$ cat src/rtl/card_match_pkg.sv
// Shared types and sizing for the card rank matcher.
// Kernel count, score width and FSM encoding live here.
package card_match_pkg;

  localparam int NUM_KERNELS = 13;
  localparam int SCORE_W     = 11;
  localparam int RANK_W      = 4;

  localparam logic [RANK_W-1:0] RANK_NONE = '0;

  typedef enum logic [1:0] {
    ST_IDLE   = 2'd0,
    ST_LAUNCH = 2'd1,
    ST_WAIT   = 2'd2,
    ST_FINISH = 2'd3
  } state_t;

endpackage

$ cat src/rtl/score_argmin.sv
// Running minimum over kernel scores; strict compare so ties
// keep the earliest kernel.
module score_argmin
  import card_match_pkg::*;
#(
  parameter int SCORE_W = card_match_pkg::SCORE_W
) (
  input  logic               clk,
  input  logic               rst,
  input  logic               clear,
  input  logic               valid,
  input  logic [RANK_W-1:0]  idx,
  input  logic [SCORE_W-1:0] score,
  output logic [RANK_W-1:0]  best_idx,
  output logic [SCORE_W-1:0] best_score
);

  always_ff @(posedge clk) begin
    if (rst) begin
      best_idx   <= '0;
      best_score <= '1;
    end else if (clear) begin
      best_idx   <= '0;
      best_score <= '1;
    end else if (valid && score < best_score) begin
      best_idx   <= idx;
      best_score <= score;
    end
  end

endmodule

$ cat src/rtl/rank_match_scheduler.sv
// Sequences one XOR scoring pass per rank kernel and reports
// the best-matching rank, with a per-kernel watchdog.
module rank_match_scheduler
  import card_match_pkg::*;
#(
  parameter int NUM_KERNELS    = card_match_pkg::NUM_KERNELS,
  parameter int SCORE_W        = card_match_pkg::SCORE_W,
  parameter int TIMEOUT_CYCLES = 2048
) (
  input  logic               clk,
  input  logic               rst,
  input  logic               capture_done,
  input  logic [SCORE_W-1:0] match_thresh,
  output logic               eng_start,
  output logic [RANK_W-1:0]  eng_kernel_sel,
  input  logic               eng_score_valid,
  input  logic [SCORE_W-1:0] eng_score,
  output logic               busy,
  output logic               result_valid,
  output logic [RANK_W-1:0]  result_rank,
  output logic [SCORE_W-1:0] result_score,
  output logic               no_match,
  output logic               err_timeout,
  output logic               overrun
);

  localparam int CNT_W = $clog2(TIMEOUT_CYCLES + 1);
  localparam logic [RANK_W-1:0] LAST =
    RANK_W'(NUM_KERNELS - 1);
  localparam logic [CNT_W-1:0] T_MAX =
    CNT_W'(TIMEOUT_CYCLES - 1);

  state_t             state;
  logic [SCORE_W-1:0] thresh;
  logic [CNT_W-1:0]   wait_cnt;
  logic               timed_out;
  logic [RANK_W-1:0]  best_idx;
  logic [SCORE_W-1:0] best_score;
  logic               accept;
  logic               hit;
  logic               expire;
  logic               miss;

  assign accept    = capture_done && (state == ST_IDLE);
  assign hit       = (state == ST_WAIT) && eng_score_valid;
  assign expire    = (state == ST_WAIT) && !eng_score_valid &&
                     (wait_cnt == T_MAX);
  assign eng_start = (state == ST_LAUNCH);
  assign busy      = (state != ST_IDLE);
  assign miss      = timed_out || (best_score > thresh);

  score_argmin #(
    .SCORE_W (SCORE_W)
  ) u_argmin (
    .clk        (clk),
    .rst        (rst),
    .clear      (accept),
    .valid      (hit),
    .idx        (eng_kernel_sel),
    .score      (eng_score),
    .best_idx   (best_idx),
    .best_score (best_score)
  );

  always_ff @(posedge clk) begin
    if (rst) begin
      state          <= ST_IDLE;
      eng_kernel_sel <= '0;
      thresh         <= '0;
      wait_cnt       <= '0;
      timed_out      <= 1'b0;
      overrun        <= 1'b0;
    end else begin
      unique case (state)
        ST_IDLE: begin
          if (capture_done) begin
            state          <= ST_LAUNCH;
            eng_kernel_sel <= '0;
            thresh         <= match_thresh;
            timed_out      <= 1'b0;
          end
        end
        ST_LAUNCH: begin
          state    <= ST_WAIT;
          wait_cnt <= '0;
        end
        ST_WAIT: begin
          wait_cnt <= wait_cnt + 1'b1;
          if (hit) begin
            if (eng_kernel_sel == LAST) begin
              state <= ST_FINISH;
            end else begin
              state          <= ST_LAUNCH;
              eng_kernel_sel <= eng_kernel_sel + 1'b1;
            end
          end else if (expire) begin
            state     <= ST_FINISH;
            timed_out <= 1'b1;
          end
        end
        ST_FINISH: state <= ST_IDLE;
        default:   state <= ST_IDLE;
      endcase
      // A dropped capture wins over nothing; an accepted one clears.
      if (accept) begin
        overrun <= 1'b0;
      end else if (capture_done) begin
        overrun <= 1'b1;
      end
    end
  end

  always_ff @(posedge clk) begin
    if (rst) begin
      result_valid <= 1'b0;
      result_rank  <= RANK_NONE;
      result_score <= '0;
      no_match     <= 1'b0;
      err_timeout  <= 1'b0;
    end else begin
      result_valid <= (state == ST_FINISH);
      if (state == ST_FINISH) begin
        result_score <= best_score;
        err_timeout  <= timed_out;
        no_match     <= miss;
        result_rank  <= miss ? RANK_NONE : best_idx + 1'b1;
      end
    end
  end

endmodule

$ cat config.mk
export PLATFORM = sky130hd
export DESIGN_NAME = rank_match_scheduler
export DESIGN_NICKNAME = d
export VERILOG_FILES = /design/src/rtl/card_match_pkg.sv /design/src/rtl/score_argmin.sv /design/src/rtl/rank_match_scheduler.sv
export SDC_FILE = /design/constraint.sdc
export NUM_CORES = 1
export LEC_CHECK = 0
export CAP_MARGIN = 10
export CORE_UTILIZATION = 58
export CTS_CLUSTER_SIZE = 14
export DETAILED_ROUTE_END_ITERATION = 8
export PLACE_DENSITY = 0.93
export SLEW_MARGIN = 20
export SYNTH_ARGS = -nofsm -noshare
export SYNTH_HDL_FRONTEND = slang
export SYNTH_SLANG_ARGS = --single-unit
$ cat constraint.sdc
create_clock -name clk -period 2.9 [get_ports clk]
set_input_delay 0.58 -clock clk [delete_from_list [all_inputs] [get_ports clk]]
set_output_delay 0.58 -clock clk [all_outputs]
set_load 0.03 [all_outputs]
==> flow_metrics.py <==
metrics = {
    "clock_tree": {
        "clkLatencyLatePin_ns": 0.35,
        "cts_buffers": 9,
        "clock_tree.root_cell": "sky130_fd_sc_hd__clkbuf_8",
        "cts.htree.levels": 3,
        "cts-hold-fix-buffers": 0,
        "cts_tree": "built",
        "cts_resized": 0,
        "worst_setup_hold_path_clk_slew_ns": 0.06,
        "postCtsSetupRepairBufs": 0,
        "ctsLongestPathBuffers": 2,
        "clock_sinks": 64,
    },
    "cells_and_area": {
        "register_area_um2": 1280,
        "fillCellCount": 380,
        "multi_input_logic_area_um2": 1760,
        "layout_overhead_on_the_synthesized_area_pct": 23.6,
        "nNetsFinal": 484,
        "final_common_cell": "sky130_fd_sc_hd__dfxtp_1",
        "layout-drive-gt1-share_pct": 5.76,
        "postLayoutCoreUtil_pct": 76.3,
        "mostFrequentLayoutCells": "sky130_fd_sc_hd__dfxtp_1, sky130_fd_sc_hd__nor2_1, sky130_fd_sc_hd__clkdlybuf4s50_1",
        "antenna_cells": 0,
    },
    "drt": {
        "drt_drc_violations_left": 0,
        "drt-wirelength-per-cell_um": 14.6,
        "avgViaCountPerCell": 5.56,
        "routed_wl_um": 7380,
        "postRouteAntennaNets": 0,
        "via_count": 2804,
        "drt_pre_antenna_iters": 4,
        "detail_route.iter0.violations": 153,
    },
    "floorplan": {
        "die_span_in_x_um": 76.7,
        "fp.dieArea_um2": 5880,
        "start_util_pct": 61.8,
        "dieHeight_um": 76.7,
        "io-pin-count": 51,
        "rows": 26,
        "core-area_um2": 5240,
    },
    "sta": {
        "finalCriticalPeriod_ns": 2.45,
        "max_slew_margin_pct": 60.0,
        "fin_crit_sh_pct": 84.6,
        "max_slew.worst_pin.slew_ns": 0.595,
        "hold_violations": 0,
        "setup_repair_after_global_routing_missed_its_margin": "false",
        "fmax_ghz": 0.408,
        "setup_total_negative_slack_ns": 0,
        "skew_ns": 0.00635,
        "slew_viols_final": 0,
        "setup_viol_count_final": 0,
    },
    "worst_setup_path": {
        "rr_worst_depth": 7,
        "timing.critical_path.required_ns": 2.32,
        "criticalPathCategory": "reg2out",
        "timing.rr.end": "u_argmin.best_score[8]$_SDFFE_PP1P_",
        "worst_setup_path_end_kind": "output pin",
        "crit_path_start_kind": "register",
        "regToRegSetupSlack_ns": 0.94,
        "worst-path-max-fanout": 7,
        "reg2reg_from": "u_argmin.best_score[8]$_SDFFE_PP1P_",
        "worst_ep_arrival_time_ns": 1.87,
    },
    "global_routing": {
        "global_route.overflow_total": 0,
        "met3_global_route_usage_pct": 5.00,
        "grt_pass1_vias": 2841,
        "grt_pass1_wl_um": 12500,
        "grt_start_max_net_pins": 24,
        "globalRoute.busiestLayer": "met2",
        "groute.layer.met2.usage_pct": 48.3,
        "grtUsageMet1_pct": 29.5,
        "grt_antenna_before_repair": 0,
        "grtUsageTotal_pct": 26.8,
    },
    "yosys": {
        "synth-edff-count": 0,
        "ys_async_sr_fraction_pct": 0,
        "synth-warning-count": 0,
        "register_bit_total_from_synthesis": 64,
        "netlist-cell-type-count": 44,
        "sequential_area_share_after_synthesis_pct": 39.6,
        "syn-instance-count": 376,
        "post_synth_instance_area_um2": 3230,
        "syn_area_per_cell_um2": 8.60,
        "synthFlopType": "sky130_fd_sc_hd__dfxtp_1",
        "synth.net_count": 431,
    },
    "pwr": {
        "peakVddDrop_v": 0.000460,
        "static-leakage-power_uw": 0.00157,
        "power.density_nw_per_um2": 631,
    },
    "hold_path": {
        "worstHoldStart": "thresh[9]$_SDFFE_PP0P_",
        "worstHoldPathType": "reg2reg",
        "terminating_pin_of_the_worst_hold_path": "thresh[9]$_SDFFE_PP0P_",
        "min_path_cells": 2,
    },
    "run": {
        "timing.max_cap.violations": 0,
    },
    "status": {
        "status": "completed",
    },
    "placement": {
        "place.port_buffers": 50,
        "place.gp.congestion": 0.822,
        "hpwl_dp_um": 5470,
    },
}
==> registers in the layout, summed over array words and instances (netlist names) <==
name                 flops
eng_kernel_sel           4
u_argmin.best_score     11
state                    2
timed_out                1
u_argmin.best_idx        4
result_score            11
no_match                 1
wait_cnt                12
thresh                  11
overrun                  1
err_timeout              1
result_valid             1
result_rank              4
==> worst max-delay path by stage <==
stage / start / end / slack, ns / depth (start not counted)
floorplan: eng_score[6] / u_argmin.best_score[0]$_SDFFE_PP1P_ / 0.80 / 6
detailed placement: eng_score[8] / u_argmin.best_score[6]$_SDFFE_PP1P_ / 0.37 / 7
finish: state[0]$_SDFFE_PP0P_ / busy / 0.45 / 4
global placement: eng_score[6] / u_argmin.best_idx[1]$_SDFFE_PP0P_ / 0.47 / 7
global route: state[0]$_SDFFE_PP0P_ / busy / 0.37 / 4
CTS: state[0]$_SDFFE_PP0P_ / busy / 0.45 / 4
==> layer usage <==
| layer | routed length, µm | part of all wire (%) |
|---|---|---|
| met1 | 3090 | 42 |
| met2 | 3710 | 50 |
| met3 | 373 | 5.1 |
| met4 | 206 | 2.8 |
| met5 | 0 | 0 |
==> cell usage after synthesis, types with 5 or more instances <==
library cell | n | share of area (%)
sky130_fd_sc_hd__dfxtp_1 | 64 | 40
sky130_fd_sc_hd__nor2_1 | 54 | 6.3
sky130_fd_sc_hd__nand2_1 | 41 | 4.8
sky130_fd_sc_hd__inv_1 | 33 | 3.8
sky130_fd_sc_hd__ha_1 | 29 | 11
sky130_fd_sc_hd__mux2i_1 | 28 | 8.7
sky130_fd_sc_hd__a21oi_1 | 24 | 3.7
sky130_fd_sc_hd__o21ai_0 | 9 | 1.4
sky130_fd_sc_hd__nand4_1 | 8 | 1.5
sky130_fd_sc_hd__nor3_1 | 7 | 1.1
sky130_fd_sc_hd__xnor2_1 | 7 | 1.9
sky130_fd_sc_hd__nand3_1 | 6 | 0.93
sky130_fd_sc_hd__clkbuf_1 | 5 | 0.58
==> critical path: stages (launching register included) <==
cell	delay, ns
sky130_fd_sc_hd__dfxtp_1	0.38
sky130_fd_sc_hd__inv_1	0.10
sky130_fd_sc_hd__ha_1	0.28
sky130_fd_sc_hd__inv_1	0.10
sky130_fd_sc_hd__clkdlybuf4s50_1	0.67
==> power by group <==
group | total (µW) | internal [µW] | switching [µW]
clock | 770 | 442 | 329
combinational | 740 | 291 | 449
sequential | 1010 | 956 | 55.8
total | 2520 | 1690 | 834
==> stage by stage <==
step	setup slack (ns)	hold slack (ns)	std cells	total power, µW	cell area, µm²
after floorplan	0.796	0.436	376	1530	3230
after global placement	0.467	0.442	488	1730	3800
after detailed placement	0.368	0.450	488	1760	3800
after CTS	0.449	0.458	504	2520	4000
after global routing	0.370	0.477	504	2640	4000
final	0.447	0.456	504	2520	4000
==> cells by family after synthesis <==
| kind of cell | after synthesis | synth area share, % |
|---|---|---|
| simple gates | 139 | 19.7 |
| flops | 64 | 39.6 |
| mux | 28 | 8.67 |
| buf+inv | 47 | 5.96 |
| fa+ha+maj | 29 | 11.2 |
| compound gates | 58 | 11.9 |
| xor+xnor | 11 | 2.98 |
==> area by class of cell <==
class                      instances  area share, %
timing repair buffer              56           13.6
sequential                        64           32.1
tap                               70           2.19
clock buffer                      13           3.97
inverter                          33           3.10
clock inverter                     3           1.00
multi-input combinational        265           44.0
(Power assumes the default switching activity.)
